==> src/rtl/seq_det_pkg.sv <==
// Shared constants and helpers for the serial pattern detector.
// MODE selects Mealy (combinational) or Moore (registered) detect timing.
package seq_det_pkg;

    localparam int MODE_MEALY = 0;
    localparam int MODE_MOORE = 1;

    // Fill counter must be able to hold the value SEQ_LEN itself.
    function automatic int fill_width(input int seq_len);
        return $clog2(seq_len + 1);
    endfunction

endpackage

==> src/rtl/sat_counter.sv <==
// Saturating up-counter with synchronous clear taking priority over increment.
module sat_counter #(
    parameter int W = 8
) (
    input  logic         clk,
    input  logic         reset_n,
    input  logic         inc,
    input  logic         clr,
    output logic [W-1:0] count,
    output logic         sat
);

    logic [W-1:0] cnt_q;
    logic [W-1:0] cnt_d;

    always_comb begin
        cnt_d = cnt_q;
        if (clr) begin
            cnt_d = '0;
        end else if (inc && !(&cnt_q)) begin
            cnt_d = cnt_q + W'(1);
        end
    end

    always_ff @(posedge clk or negedge reset_n) begin
        if (!reset_n) begin
            cnt_q <= '0;
        end else begin
            cnt_q <= cnt_d;
        end
    end

    assign count = cnt_q;
    assign sat   = &cnt_q;

endmodule

==> src/rtl/param_seq_detector.sv <==
// Serial bit-pattern detector with runtime pattern and overlap control,
// build-time Mealy/Moore output timing and a saturating match counter.
module param_seq_detector
    import seq_det_pkg::*;
#(
    parameter int SEQ_LEN = 4,
    parameter int CNT_W   = 8,
    parameter int MODE    = MODE_MEALY
) (
    input  logic               clk,
    input  logic               reset_n,
    input  logic               enable,
    input  logic               data_in,
    input  logic [SEQ_LEN-1:0] pattern,
    input  logic               overlap_en,
    input  logic               clear_cnt,
    output logic               seq_detected,
    output logic [SEQ_LEN-1:0] current_seq,
    output logic [CNT_W-1:0]   match_count,
    output logic               cnt_sat
);

    localparam int FILL_W = fill_width(SEQ_LEN);

    logic [SEQ_LEN-1:0] hist_q;
    logic [SEQ_LEN-1:0] hist_d;
    logic [FILL_W-1:0]  fill_q;
    logic [FILL_W-1:0]  fill_d;
    logic [SEQ_LEN-1:0] cand;
    logic               match;

    // Candidate word includes the bit arriving this cycle.
    assign cand  = {hist_q[SEQ_LEN-2:0], data_in};
    assign match = enable && (fill_q >= FILL_W'(SEQ_LEN - 1)) && (cand == pattern);

    always_comb begin
        hist_d = hist_q;
        fill_d = fill_q;
        if (enable) begin
            hist_d = cand;
            if (match && !overlap_en) begin
                fill_d = '0;
            end else if (fill_q != FILL_W'(SEQ_LEN)) begin
                fill_d = fill_q + FILL_W'(1);
            end
        end
    end

    always_ff @(posedge clk or negedge reset_n) begin
        if (!reset_n) begin
            hist_q <= '0;
            fill_q <= '0;
        end else begin
            hist_q <= hist_d;
            fill_q <= fill_d;
        end
    end

    generate
        if (MODE == MODE_MOORE) begin : g_moore
            logic det_q;
            logic det_d;

            always_comb begin
                det_d = match;
            end

            always_ff @(posedge clk or negedge reset_n) begin
                if (!reset_n) begin
                    det_q <= 1'b0;
                end else begin
                    det_q <= det_d;
                end
            end

            assign seq_detected = det_q;
        end else begin : g_mealy
            // Gate with reset so the combinational pulse cannot leak during reset.
            assign seq_detected = reset_n & match;
        end
    endgenerate

    sat_counter #(
        .W(CNT_W)
    ) u_cnt (
        .clk    (clk),
        .reset_n(reset_n),
        .inc    (match),
        .clr    (clear_cnt),
        .count  (match_count),
        .sat    (cnt_sat)
    );

    assign current_seq = hist_q;

endmodule
==> config.mk <==
export PLATFORM = sky130hd
export DESIGN_NAME = param_seq_detector
export DESIGN_NICKNAME = d
export VERILOG_FILES = /design/src/rtl/seq_det_pkg.sv /design/src/rtl/sat_counter.sv /design/src/rtl/param_seq_detector.sv
export SDC_FILE = /design/constraint.sdc
export NUM_CORES = 1
export LEC_CHECK = 0
export CAP_MARGIN = 20
export CORE_UTILIZATION = 50
export CTS_CLUSTER_DIAMETER = 80
export DETAILED_ROUTE_END_ITERATION = 8
export PLACE_DENSITY_LB_ADDON = 0.1
export SYNTH_ARGS = -nofsm -noshare
export SYNTH_HDL_FRONTEND = slang
export SYNTH_SLANG_ARGS = --single-unit
export TNS_END_PERCENT = 30
==> constraint.sdc <==
create_clock -name clk -period 3.8 [get_ports clk]
set_input_delay 0.38 -clock clk [delete_from_list [all_inputs] [get_ports clk]]
set_output_delay 0.38 -clock clk [all_outputs]
set_load 0.005 [all_outputs]
==> impl_metrics.tcl <==
set metrics [dict create \
    status "complete, no violations" \
    cts_resized 0 \
    cpMostUsedCell "ha_1" \
    dr_wl_met2_um 860 \
    grt_pass1_vias 724 \
    slowest_stage "dfrtp_1" \
    worstSetupPathType "reg2out" \
    num_io_pins 24 \
    clock_skew_ps 3.53 \
    ys.flop_type "dfrtp_1" \
    setup_ws_ps 1240 \
    ys_seq_area_share_pct 41.6 \
    critPathLaunchType "flip-flop" \
    crit_chain "ha_1 -> ha_1 -> a211o_1 -> and2_4 -> and3_1 -> clkdlybuf4s50_1" \
    area_delta_synth_final_pct 31.8 \
    fin_crit_sh_pct 67.3 \
    n_antenna_cell 0 \
    path_delay_family "flip-flops" \
    drv_slew 0 \
    synth_xor_area_share_pct 10.3 \
    place_ws_ps 1420 \
    root_buffer "clkbuf_4" \
    port_buffers 23 \
    synthMuxAreaShare_pct 7.21 \
    crit_fanout 6 \
    setup_viol 0 \
    m1WireLength_um 783 \
    ys_types 32 \
    path_buf_inv 1 \
    wl_per_cell_um 12.8 \
    synth_seq_cells 15 \
    core-area_um2 1590 \
    rsz0062_at_grt "no" \
    place_congestion 0.856 \
    ant_nets 0 \
    initial_core_util_pct 56.6 \
    cts_hold_buf 0 \
    worst_pin_slew_ps 446 \
    cpPeakStageDelay_ps 450 \
    async_flop_share_pct 100 \
    slew_headroom_pct 70.2 \
    postRouteWirelength_um 1750 \
    synth_top_area_share_pct 41.6 \
    insertion_delay_ps 280 \
    cts_tree "done" \
    synth-adder-area-share_pct 5.55 \
    finalSetupTns_ps 0 \
    grt_overflow 0 \
    drive_gt1_share_pct 18.6 \
    max_freq_mhz 391 \
    drc 0 \
    cts_sinks 15 \
    dpl.hpwl_um 1340 \
    cts_max_level 1 \
    rows 14 \
    syn_avg_cell_area_um2 10.4 \
    synth_top_family_by_area "simple AND/OR/NAND/NOR gates" \
    drt_iter0_drc 19 \
    dr.pass1.iters 4 \
    grt_pass1_wl_um 3110 \
    syn_inst 87 \
    clockBufferDepth 2 \
    grt_max_degree 17 \
    synth_top_area_cell "dfrtp_1" \
    die_w_um 44.5 \
    arrival_ps 2180 \
    required_ps 3420 \
    hold_viol 0 \
    synth_compound_gate_area_share_pct 6.52 \
    end_kind "output pin" \
    period_minus_slack_ps 2560 \
    cts_buffers 3 \
    path_clk_slew_ps 90 \
    vias_per_cell 5.47 \
    power_leakage_nw 0.488 \
    synth-edff-count 0 \
    synthTopCellsByArea "dfrtp_1 (42%), ha_1 (5.5%), xnor2_2 (5.4%), mux2_2 (5.0%), xnor2_1 (4.9%)" \
    die_h_um 44.5 \
    die_area_um2 1980 \
    final_net_count 128 \
    synth_nets 101 \
    antenna_found_initial 0 \
    netlist_area_um2 902 \
    drv_cap 0 \
    hold_path_class "in2async" \
    route.met3.wl_um 93 \
    post_cts_buffers 0 \
    grt_usage_pct 21.1 \
    yosys_warnings 0 \
    power_per_cell_area_nw_per_um2 387 \
    synth-simple-area-share_pct 25.5 \
    top_layer "met4" \
    ir_drop_mv 0.300 \
    vias 749 \
]
## registers in the layout, summed over array words and instances, names as in the netlist
signal,flops
current_seq,4
u_cnt.count,8
fill_q,3
## Yosys cell counts (3+ instances only)
library cell	count
xnor2_2	3
xnor2_1	5
nand3_1	6
dfrtp_1	15
nor2_1	10
nor3_1	4
mux2_2	4
inv_1	5
nand2_1	3
ha_1	4
## layout by cell type (no fill, tap or decap), drive strengths merged, types with 3 or more instances in the layout
cell	synthesis	routed
clkdlybuf4s50	0	23
dfrtp	15	15
nor2	10	10
xnor2	8	8
nand3	6	6
inv	6	6
nor3	6	6
mux2	4	4
ha	4	4
nand2	4	4
clkbuf	0	4
nand4	3	3
## where the power goes
part           switching [mW]  internal, mW
logic                  0.0706        0.0841
clock network          0.0515        0.0407
registers              0.0287         0.184
## area by class of cell
| cell class | count | area, um2 |
|---|---|---|
| clock buffers | 4 | 26.3 |
| fillers | 122 | 405 |
| inverters | 6 | 22.5 |
| multi-input cells | 64 | 497 |
| flip-flops and latches | 15 | 375 |
| well taps | 24 | 30.0 |
| repair buffers | 24 | 238 |
## per-stage QoR
step	instance area (um2)	util, %	power [mW]	hold WS (ps)	cells
after global placement	1160	72.9	0.363	506	133
after detailed placement	1160	72.9	0.372	520	133
final	1190	74.6	0.460	407	137
after CTS	1190	74.6	0.463	413	137
after global routing	1190	74.6	0.492	429	137
after floorplan	902	-	0.314	84.4	87
## routing by layer
metal  global-route usage, %  vias up
li1                        -      359
met2                    36.2       18
met1                    27.9      368
met5                       0        -
met3                    3.27        4
met4                    5.45        0
## worst paths after layout
path                            slack, ps  cells after the start      startpoint              to
worst min register to register        540                      1  current_seq[3]  current_seq[3]
min in group clk                      540                      1  current_seq[3]  current_seq[3]
worst max-delay path                 1240                      6       fill_q[0]    seq_detected
max in group asynchronous            3210                      2         reset_n  current_seq[0]
worst min-delay path                  410                      2         reset_n  u_cnt.count[5]
worst max register to register       1930                      7       fill_q[0]       fill_q[2]
## kinds of logic after synthesis
logic type | count (synthesis)
flip-flops | 15
AND/OR/NAND/NOR | 38
buffers and inverters | 8
AO/OA/AOI/OAI | 8
adder cells (fa/ha/maj) | 4
multiplexers | 6
XOR/XNOR | 8
No activity file was read; power rests on OpenSTA's default activity.
